**src/rtl/spi_ctrl_master.sv**
```systemverilog
// ============================================================================
// Module      : spi_ctrl_master
// Description : SPI mode-0 initiator that writes one control byte to the CPLD
//               and reads the MISO loopback to confirm delivery.
// Revision    : 1.0 - initial release
// ============================================================================
`default_nettype none

module spi_ctrl_master #(
    parameter int unsigned CLK_DIV   = 4,
    parameter int unsigned NSS_SETUP = 2,
    parameter int unsigned NSS_HOLD  = 2
) (
    input  logic       clk,
    input  logic       reset,
    input  logic       start,
    input  logic [7:0] tx_data,
    output logic       busy,
    output logic       done,
    output logic [7:0] rx_data,
    output logic       echo_ok,
    output logic       SPI_CLK,
    output logic       SPI_MOSI,
    output logic       SPI_NSS,
    input  logic       SPI_MISO
);

    localparam logic [2:0] S_IDLE  = 3'd0;
    localparam logic [2:0] S_SETUP = 3'd1;
    localparam logic [2:0] S_LOW   = 3'd2;
    localparam logic [2:0] S_HIGH  = 3'd3;
    localparam logic [2:0] S_HOLD  = 3'd4;

    localparam logic [7:0] DIV_LAST   = 8'(CLK_DIV - 1);
    localparam logic [7:0] SETUP_LAST = 8'(NSS_SETUP - 1);
    localparam logic [7:0] HOLD_LAST  = 8'(NSS_HOLD - 1);

    logic [2:0] state_q, state_d;
    logic [7:0] phase_q, phase_d;
    logic [7:0] bit_q, bit_d;
    logic [7:0] tx_q, tx_d;
    logic [7:0] rx_q, rx_d;

    logic       nss_q, nss_d;
    logic       sclk_q, sclk_d;
    logic       mosi_q, mosi_d;
    logic       busy_q, busy_d;
    logic       done_q, done_d;
    logic [7:0] rx_data_q, rx_data_d;
    logic       echo_q, echo_d;

    // State register together with all datapath and output flops
    always_ff @(posedge clk or negedge reset) begin
        if (!reset) begin
            state_q   <= S_IDLE;
            phase_q   <= 8'd0;
            bit_q     <= 8'd0;
            tx_q      <= 8'd0;
            rx_q      <= 8'd0;
            nss_q     <= 1'b1;
            sclk_q    <= 1'b0;
            mosi_q    <= 1'b0;
            busy_q    <= 1'b0;
            done_q    <= 1'b0;
            rx_data_q <= 8'd0;
            echo_q    <= 1'b0;
        end else begin
            state_q   <= state_d;
            phase_q   <= phase_d;
            bit_q     <= bit_d;
            tx_q      <= tx_d;
            rx_q      <= rx_d;
            nss_q     <= nss_d;
            sclk_q    <= sclk_d;
            mosi_q    <= mosi_d;
            busy_q    <= busy_d;
            done_q    <= done_d;
            rx_data_q <= rx_data_d;
            echo_q    <= echo_d;
        end
    end

    always_comb begin
        state_d = state_q;
        phase_d = phase_q;
        bit_d   = bit_q;
        tx_d    = tx_q;
        rx_d    = rx_q;
        case (state_q)
            S_IDLE: begin
                if (start) begin
                    state_d = S_SETUP;
                    tx_d    = tx_data;
                    bit_d   = 8'd7;
                    phase_d = 8'd0;
                    rx_d    = 8'd0;
                end
            end
            S_SETUP: begin
                if (phase_q == SETUP_LAST) begin
                    state_d = S_LOW;
                    phase_d = 8'd0;
                end else begin
                    phase_d = phase_q + 8'd1;
                end
            end
            S_LOW: begin
                if (phase_q == DIV_LAST) begin
                    state_d = S_HIGH;
                    phase_d = 8'd0;
                end else begin
                    phase_d = phase_q + 8'd1;
                end
            end
            S_HIGH: begin
                if (phase_q == DIV_LAST) begin
                    // Sample MISO on the last high cycle, just before SPI_CLK falls
                    rx_d    = {rx_q[6:0], SPI_MISO};
                    phase_d = 8'd0;
                    if (bit_q == 8'd0) begin
                        state_d = S_HOLD;
                    end else begin
                        state_d = S_LOW;
                        bit_d   = bit_q - 8'd1;
                    end
                end else begin
                    phase_d = phase_q + 8'd1;
                end
            end
            S_HOLD: begin
                if (phase_q == HOLD_LAST) begin
                    state_d = S_IDLE;
                    phase_d = 8'd0;
                end else begin
                    phase_d = phase_q + 8'd1;
                end
            end
            default: begin
                state_d = S_IDLE;
                phase_d = 8'd0;
            end
        endcase
    end

    // Outputs are decoded from the next state so the registered pins line up
    // with the state they belong to.
    always_comb begin
        nss_d     = (state_d == S_IDLE);
        sclk_d    = (state_d == S_HIGH);
        mosi_d    = (state_d == S_IDLE) ? 1'b0 : tx_d[bit_d[2:0]];
        busy_d    = (state_d != S_IDLE);
        done_d    = (state_q == S_HOLD) && (state_d == S_IDLE);
        rx_data_d = rx_data_q;
        echo_d    = echo_q;
        if (done_d) begin
            rx_data_d = rx_q;
            echo_d    = (rx_q == tx_q);
        end
    end

    assign busy     = busy_q;
    assign done     = done_q;
    assign rx_data  = rx_data_q;
    assign echo_ok  = echo_q;
    assign SPI_CLK  = sclk_q;
    assign SPI_MOSI = mosi_q;
    assign SPI_NSS  = nss_q;

endmodule

`default_nettype wire

```
**config.mk**
```make
export PLATFORM = sky130hd
export DESIGN_NAME = spi_ctrl_master
export DESIGN_NICKNAME = d
export VERILOG_FILES = /design/src/rtl/spi_ctrl_master.sv
export SDC_FILE = /design/constraint.sdc
export NUM_CORES = 1
export LEC_CHECK = 0
export BUFFER_PORTS_ARGS = -buffer_cell sky130_fd_sc_hd__clkbuf_2
export CORE_MARGIN = 5
export CORE_UTILIZATION = 60
export CTS_BUF_LIST = sky130_fd_sc_hd__clkbuf_2
export DETAILED_ROUTE_END_ITERATION = 10
export PLACE_DENSITY = 0.81
export SYNTH_ARGS = -nofsm -noshare
export SYNTH_HDL_FRONTEND = slang
export SYNTH_SLANG_ARGS = --single-unit
export TNS_END_PERCENT = 5
```
**constraint.sdc**
```tcl
create_clock -name clk -period 3.2 [get_ports clk]
set_input_delay 0.16 -clock clk [delete_from_list [all_inputs] [get_ports clk]]
set_output_delay 0.16 -clock clk [all_outputs]
set_load 0.02 [all_outputs]
```
### Yosys cells after proc, flatten, opt, wreduce, memory -nomap -nowiden

Index checks and enable logic that the tools add are counted.

| storage, ports and cells | value |
|---|---|
| register bits after elaboration | 49 |
| input port bits | 12 |
| output and inout port bits | 14 |
| logic and storage cells | 59 |

| operators by class | value |
|---|---|
| add/sub/neg operators | 2 |
| magnitude comparators | 1 |
| equality and inequality tests | 11 |
| muxes and demuxes | 22 |
| reduce and logical (&&, ||, !) cells | 10 |

Operators with widths:

| kind | count |
|---|---|
| $mux W8 | 9 |
| $pmux W8 S2 | 2 |
| $pmux W8 S3 | 1 |
| $mux W3 | 6 |
| $pmux W3 S5 | 1 |
| $eq A3 B2 Y1 const B | 3 |
| $add A8 B1 Y8 const B | 1 |
| $eq A8 B1 Y1 const B | 1 |
| $eq A8 B2 Y1 const B | 1 |
| $eq A8 B8 Y1 | 1 |
| $logic_not A8 Y1 | 1 |
| $sub A8 B1 Y8 const B | 1 |
| $logic_not A3 Y1 | 2 |
| $ne A2 B2 Y1 const B | 3 |
| $lt A3 B4 Y1 const B | 1 |
| $reduce_and A4 Y1 | 1 |
| $reduce_or A2 Y1 | 2 |
| $bmux W1 S3 | 1 |
| $eq A3 B1 Y1 const B | 1 |
| $eq A3 B3 Y1 const B | 1 |
| $reduce_and A3 Y1 | 1 |
| $reduce_bool A3 Y1 | 1 |
| $mux W1 | 2 |
| $reduce_bool A2 Y1 | 1 |
| $logic_and A1 B1 Y1 | 1 |

### Logic depth before layout (Yosys ltp)

Gate-level depths: netlist of the first run.

| depth | value |
|---|---|
| depth in word-level cells | 7 |
| depth in mapped cells | 9 |
| gate-level depth less buffers | 8 |

### Worst setup path after synthesis of the first run

No wires, ideal clock.

| timing path | value |
|---|---|
| path kind | flip-flop to flip-flop |
| start | register bit_q[3] |
| end | register mosi_q, in the netlist SPI_MOSI |
| library setup time | 0.143 ns |
| arrival time | 2.536 ns |
| required time | 3.057 ns |
| path slack | 0.521 ns |
| cell stages (with the launch flop) | 8 |
| path buffers | 0 |
| period minus slack after synthesis | 2.679 ns |
| cells stage by stage | dfrtp_1 or4_4 or4b_4 nand2_1 mux2i_1 mux2_2 a211oi_1 a211oi_2 |

| on the way | value |
|---|---|
| cells in the longest elaborated chain, start to end | 7 |
| elaborated cells between the ends (all ways) | 11 |
| classes of those cells | mux: 9; reduce/logical: 2 |

RTL lines:

| what | line | text |
|---|---|---|
| start, declared | 40 | `logic [7:0] bit_q, bit_d;` |
| start signal, assigned | 70 | `bit_q <= bit_d;` |
| $logic_not A8 Y1 | 120 | `if (bit_q == 8'd0) begin` |
| $mux W8 | 120 |  |
| $mux W8 | 116 | `if (phase_q == DIV_LAST) begin` |
| $pmux W8 S2 | 89 | `case (state_q)` |
| via bit_d[1] | 40 |  |
| $bmux W1 S3 | 150 | `mosi_d = (state_d == S_IDLE) ? 1'b0 : tx_d[bit_d[2:0]];` |
| $mux W1 (not written as such) | 150 |  |
| $mux W1 | 150 |  |
| via mosi_d | 46 | `logic mosi_q, mosi_d;` |
| end signal, assigned | 75 | `mosi_q <= mosi_d;` |
| end, declared | 46 |  |

The timed path passes the listed nets, and every way through them passes these cells. The select of a mux whose other input is x is not followed.
A chain may end at the register's enable or synchronous reset.

### Worst setup path in the final report of the first run

| timing path | value |
|---|---|
| start | register phase_q[2] |
| end | register bit_q[6] |

| on the way | value |
|---|---|
| cells in the longest elaborated chain, start to end | 3 |

RTL lines:

| what | line | text |
|---|---|---|
| start, declared | 39 | `logic [7:0] phase_q, phase_d;` |
| start signal, assigned | 69 | `phase_q <= phase_d;` |
| $eq A8 B2 Y1 | 116 |  |
| $ne A2 B2 Y1 (no source line) | - |  |
| $reduce_and A4 Y1 (no source line) | - |  |

Every way passes these cells.

==> results of run 1 <==
## placed cells by master, fill, tap and decap left out, types with 2 or more instances in the layout
master / count
nand2_1: 49
dfrtp_1: 48
clkbuf_2: 30
nor2_1: 19
xnor2_1: 14
o21ai_0: 11
dlygate4sd3_1: 10
mux2_2: 9
nor3_1: 8
inv_1: 6
xor2_1: 5
nand2b_1: 4
nand3_1: 4
ha_1: 4
a21oi_1: 3
nand4_1: 3
buf_4: 3
a211oi_1: 2
and3_1: 2
and2_1: 2
mux2i_1: 2
o32a_1: 2
or3_1: 2
a21o_1: 2
o31ai_1: 2
## critical path, cell delays in order (launching register included)
cell	delay [ps]
dfrtp_1	480
nor4_2	400
a41oi_1	160
or3_1	610
or4b_1	630
nor3_1	220
xnor2_1	150
nor2_1	50
## layer usage
metal	GRT usage	vias up	part of all wire
li1	-	866	-
met1	0.285	866	0.46
met2	0.322	36	0.49
met3	0.0305	9	0.038
met4	0.0738	0	0.019
met5	0	-	0
## cell families (layout without fill, tap and decap cells)
family / Yosys count / after routing
AOI/OAI and AO/OA: 28 / 28
xor gates and xnor gates: 19 / 19
adders and majority gates: 4 / 4
buffers and inverters: 14 / 52
DFF: 49 / 49
muxes: 11 / 11
and+or+nand+nor: 107 / 107
## cell type report
class / count / area (um^2) / share of cell area
inverters: 6 / 22.5 / 0.00837
flip-flops and latches: 49 / 1230 / 0.456
multi-input cells: 169 / 1070 / 0.397
clock inverters: 3 / 41.3 / 0.0153
clock buffers: 5 / 25.0 / 0.00930
well taps: 48 / 60.1 / 0.0223
repair buffers: 38 / 248 / 0.0921
## stage by stage
stage	power, mW	hold WS [ps]	area, um^2
4_1_cts	2.24	96.7	2690
5_1_grt	2.41	113	2690
3_5_place_dp	1.90	139	2520
3_3_place_gp	1.86	128	2520
6_report	2.24	122	2690
2_1_floorplan	1.67	-136	2350
## sequential cells by signal (all words and copies together), names as in the netlist
register / flops
phase_q: 8
tx_q: 8
echo_ok: 1
SPI_MOSI: 1
state_q: 3
SPI_NSS: 1
done: 1
SPI_CLK: 1
rx_data: 8
bit_q: 8
rx_q: 8
busy: 1
## final timing paths
path,endpoint,from,slack [ps],cells after the start
max,bit_q[6],phase_q[2],410,7
min,phase_q[3],start,120,3
max reg2reg,bit_q[6],phase_q[2],410,7
min reg2reg,rx_data[0],rx_data[0],510,2
max in group asynchronous,rx_q[4],reset,2280,3
min in group asynchronous,bit_q[2],reset,170,2
## power groups by stage
stage	clock network (mW)	logic, mW	registers, mW
2_1_floorplan	0	0.703	0.967
3_3_place_gp	0	0.847	1.01
5_1_grt	0.357	1.02	1.04
3_5_place_dp	0	0.883	1.02
6_report	0.331	0.897	1.01
4_1_cts	0.336	0.899	1.01
==> impl_metrics.yaml, run 1 <==
cts:
  cts_tree: "built"
  postCtsResizedCells: 0
  cts.sinks: 49
  clock_latency_ps: 430
  ctsHoldBuffers: 10
  post_cts_buffers: 0
  root_buffer: "clkbuf_2"
  h-tree-depth: 2
  cts_made_buffers: 5
  clk_pin_slew_ps: 240
  clockBufferDepth: 2
pwr:
  power_switching_share: 0.396
  p_int_mw: 1.35
  power_density_nw_per_um2: 831
  irDropWorstVdd_mv: 0.513
  leakagePower_nw: 1.26
  power.switching_uw: 886
  pwr-share-clk: 0.148
  power_frac_comb: 0.401
  seqPwrFrac: 0.451
floorplanning:
  die-area_um2: 5270
  initial_core_util: 0.632
  rows: 22
  coreArea_um2: 3720
  io_pins: 26
  die_w_um: 72.6
  die_y_um: 72.6
synth:
  ys_seq_area_frac: 0.523
  synthTopCellsByCount: "nand2_1 (49), dfrtp_1 (48), nor2_1 (19)"
  synth_xor_area_frac: 0.0709
  yosys-top-cells-area: "dfrtp_1 (51%), nand2_1 (7.8%), xnor2_1 (5.2%), mux2_2 (4.3%), nor2_1 (3.0%)"
  synth_top_family_by_area: "simple AND/OR/NAND/NOR gates"
  syn_avg_cell_area_um2: 10.1
  yosysTopAreaCell: "dfrtp_1"
  netlist_area_um2: 2350
  synth_cell_type_count: 45
  ys_seq_elements: 49
  synth-simple-area-share: 0.231
  synth-edff-count: 0
  yosysWarningCount: 0
  yosysTopAreaCellShare: 0.511
  synthMostInstantiatedCell: "nand2_1"
  synthMuxAreaShare: 0.0517
  synth_compound_area_frac: 0.0799
  yosys_most_used_dff: "dfrtp_1"
  synthArstFlopShare: 1.00
  synth_fa_ha_area_frac: 0.0213
  syn-num-nets: 248
  netlist_instances: 232
detailed_routing:
  via_per_inst: 5.59
  ant_nets: 0
  drtIter0Drc: 131
  first_pass_iters: 4
  route.final.wire_length_mm: 4.80
  post_drt_wl_per_cell_um: 15.1
  vias: 1777
  drcViolationCount: 0
critical_path:
  path_class: "reg -> reg"
  cp-start-kind: "register"
  crit_path_max_fanout: 18
  critPathRequiredTime_ps: 3520
  crit_arrival_ps: 3110
  cp-end-kind: "register"
grt:
  grt_use_total: 0.203
  grt_max_degree: 32
  grt_pass1_vias: 1745
  antenna_found_initial: 0
  overflow: 0
  grt_pass1_wl_mm: 8.38
status:
  outcome: "finished, final reports clean"
layout:
  area_growth_syn_to_layout_pct: 14.6
  fillerInstances: 279
  utilization: 0.724
  drive_gt1_frac: 0.200
  antenna_cells: 0
  final_nets: 285
  instances_no_fill: 318
place:
  placed_cells: 300
  routabilityCongestion: 0.796
  io_buffers: 25
  dp_hpwl_mm: 3.31
  dp_slack_ps: 477
sta:
  rsz0062_at_grt: "no"
  fin_ws_ps: 410
  slew_headroom: 0.552
  period_minus_slack_ps: 2790
  clock.fmax_mhz: 358
  slew_viol_final: 0
  setup_violations: 0
  tightest_slew_ps: 663
  clock_skew_ps: 28.3
  fin_crit_sh: 0.872
  hold_viol_final: 0
  tns_ps: 0
worst_hold_path:
  min_path_type: "in -> reg"
flow_run:
  drv_cap: 0
No activity file was read; power rests on OpenSTA's default activity.
==> inputs of run 2 (changes only) <==
--- a/config.mk
+++ b/config.mk
@@ -5,12 +5,14 @@
 export SDC_FILE = /design/constraint.sdc
 export NUM_CORES = 1
 export LEC_CHECK = 0
+export ABC_AREA = 1
 export BUFFER_PORTS_ARGS = -buffer_cell sky130_fd_sc_hd__clkbuf_2
 export CORE_MARGIN = 5
 export CORE_UTILIZATION = 60
 export CTS_BUF_LIST = sky130_fd_sc_hd__clkbuf_2
 export DETAILED_ROUTE_END_ITERATION = 10
 export PLACE_DENSITY = 0.81
+export SKIP_LAST_GASP = 1
 export SYNTH_ARGS = -nofsm -noshare
 export SYNTH_HDL_FRONTEND = slang
 export SYNTH_SLANG_ARGS = --single-unit
==> impl_metrics.yaml, run 2 <==
status:
  outcome: "finished, final reports clean"
synth:
  synth_top_family_by_area: "simple AND/OR/NAND/NOR gates"
  netlist_area_um2: 2590
  synth-simple-area-share: 0.270
  synthArstFlopShare: 1.00
  yosysWarningCount: 0
  yosys_most_used_dff: "dfrtp_1"
  synthTopCellsByCount: "dfrtp_1 (48), nand2_1 (43), inv_1 (41)"
  synth_xor_area_frac: 0.0372
  yosysTopAreaCell: "dfrtp_1"
  synth_fa_ha_area_frac: 0.0193
  yosysTopAreaCellShare: 0.464
  synth-edff-count: 0
  ys_seq_area_frac: 0.474
  syn_avg_cell_area_um2: 8.72
  synth_compound_area_frac: 0.108
  netlist_instances: 297
  synthMostInstantiatedCell: "dfrtp_1"
  synthMuxAreaShare: 0
  synth_cell_type_count: 38
  syn-num-nets: 313
  yosys-top-cells-area: "dfrtp_1 (46%), nand2_1 (6.2%), inv_1 (5.9%), nand3_1 (3.1%), nor2_1 (3.0%)"
  ys_seq_elements: 49
place:
  io_buffers: 25
  placed_cells: 368
  routabilityCongestion: 0.824
  dp_hpwl_mm: 3.63
sta:
  clock_skew_ps: 36.2
  clock.fmax_mhz: 439
  rsz0062_at_grt: "no"
  hold_viol_final: 0
  slew_viol_final: 0
  fin_crit_sh: 0.711
  setup_violations: 0
  tns_ps: 0
  period_minus_slack_ps: 2280
  tightest_slew_ps: 783
  slew_headroom: 0.478
detailed_routing:
  via_per_inst: 5.23
  drtIter0Drc: 139
  post_drt_wl_per_cell_um: 12.9
  vias: 2010
  ant_nets: 0
  first_pass_iters: 4
  route.final.wire_length_mm: 4.94
  drcViolationCount: 0
floorplanning:
  die-area_um2: 5730
  io_pins: 26
  rows: 23
  die_w_um: 75.7
  die_y_um: 75.7
  coreArea_um2: 4090
  initial_core_util: 0.633
pwr:
  power_frac_comb: 0.039
  power_switching_share: 0.220
  pwr-share-clk: 0.330
  leakagePower_nw: 1.51
  seqPwrFrac: 0.631
  power_density_nw_per_um2: 346
  power.switching_uw: 221
  irDropWorstVdd_mv: 0.280
  p_int_uw: 780
critical_path:
  crit_path_max_fanout: 17
  worstSetupPathDepth: 9
  cp-end-kind: "register"
  crit_arrival_ps: 2620
  cp_slowest_cell: "nor3_4"
  r2r_cells: 9
  cp-start-kind: "register"
  path_cells: "inv_2 > nand2_4 > nor2_8 > nor2_1 > nor3_4 > o21ai_2 > nor2_1 > o21ai_1 > a21oi_1"
  critPathMostFrequentCell: "nor2_1"
  path_class: "reg -> reg"
  crit_family: "simple AND/OR/NAND/NOR gates"
  cp_slowest_stage_delay_ps: 550
  regToRegSetupSlack_ps: 920
  critPathRequiredTime_ps: 3540
  critPathBufInv: 1
layout:
  final_common_cell: "dfrtp_1"
  area_growth_syn_to_layout_pct: 11.7
  antenna_cells: 0
  fillerInstances: 333
  instances_no_fill: 384
  mostFrequentLayoutCells: "dfrtp_1 (48), nand2_1 (43), inv_1 (41)"
  drive_gt1_frac: 0.246
  multi_input_area_um2: 1120
  final_nets: 349
  seqCellArea_um2: 1230
cts:
  root_buffer: "clkbuf_2"
  clockBufferDepth: 2
  cts_made_buffers: 5
  cts_tree: "built"
  cts.sinks: 49
  clk_pin_slew_ps: 240
  h-tree-depth: 2
  post_cts_buffers: 0
  clock_latency_ps: 430
grt:
  grt_use_total: 0.197
  grt_max_degree: 33
  overflow: 0
  grt_pass1_wl_mm: 8.58
  grt_pass1_vias: 1880
  antenna_found_initial: 0
worst_hold_path:
  min_path_type: "in -> reg"
  hold_path_depth: 3
flow_run:
  drv_cap: 0
==> run 2: changes by cell type after synthesis, moves of 8 or more <==
cell     previous run  this run
o21ai_2             0         9
mux2_2              9         0
inv_1               6        41
inv_2               0        11
a21oi_1             3        11
nand3_1             4        16
==> run 2: worst reg2reg max path, cell delays in order, from the launching register on <==
cell and delay, ps:
dfrtp_1 490, inv_2 110, nand2_4 80, nor2_8 220, nor2_1 120, nor3_4 550, o21ai_2 240, nor2_1 170
o21ai_1 70, a21oi_1 130
==> run 2: cell families after synthesis <==
kind of cell / Yosys count
adder cells (fa/ha/maj): 4
buffers and inverters: 57
AO/OA/AOI/OAI: 45
AND/OR/NAND/NOR: 131
XOR/XNOR: 11
flip-flops: 49
==> run 2: final timing paths <==
check,startpoint,to
setup / recovery,state_q[2],bit_q[4]
hold / removal,tx_data[2],tx_q[2]
setup reg to reg,state_q[2],bit_q[4]
hold reg to reg,rx_data[7],rx_data[7]
max in group asynchronous,reset,tx_q[4]
min in group asynchronous,reset,rx_data[0]
==> run 2: per-stage QoR <==
stage / utilization / worst slack, ps / total power [mW] / instance area (um^2) / hold slack [ps]
2_1_floorplan: - / 1360 / 0.650 / 2590 / -136
3_3_place_gp: 0.671 / 1050 / 0.673 / 2740 / 275
3_5_place_dp: 0.671 / 955 / 0.674 / 2740 / 287
4_1_cts: 0.708 / 915 / 1.01 / 2890 / 20.4
5_1_grt: 0.708 / 704 / 1.04 / 2890 / 23.0
6_report: 0.708 / 924 / 1.00 / 2890 / 35.0
==> run 2: what timing repair did <==
| item | CTS | global route |
|---|---|---|
| gates resized for setup | 0 | 0 |
| hold buffers | 8 | 0 |
| hold endpoints to repair | 37 | 0 |
==> run 2: routing by layer <==
| layer | global-route usage | vias up | wire length (um) |
|---|---|---|---|
| li1 | - | 1024 | - |
| met1 | 0.266 | 915 | 2260 |
| met2 | 0.315 | 62 | 2300 |
| met3 | 0.0317 | 9 | 288 |
| met4 | 0.0835 | 0 | 94 |
| met5 | 0 | - | 0 |
==> run 2: cell type report <==
| type | count | area share |
|---|---|---|
| Inverter | 52 | 0.0675 |
| Clock inverter | 2 | 0.0134 |
| Multi-Input combinational cell | 191 | 0.389 |
| Timing Repair Buffer | 34 | 0.0736 |
| Clock buffer | 6 | 0.0104 |
| Tap cell | 50 | 0.0216 |
| Sequential cell | 49 | 0.424 |
==> run 2: power by group through the flow <==
stage                     clock, mW  sequential (mW)  combinational [mW]
final                         0.331            0.631              0.0388
after global routing          0.366            0.632              0.0451
after CTS                     0.343            0.631              0.0403
after detailed placement          0            0.641              0.0326
after global placement            0            0.641              0.0319
after floorplan                   0            0.640              0.0102
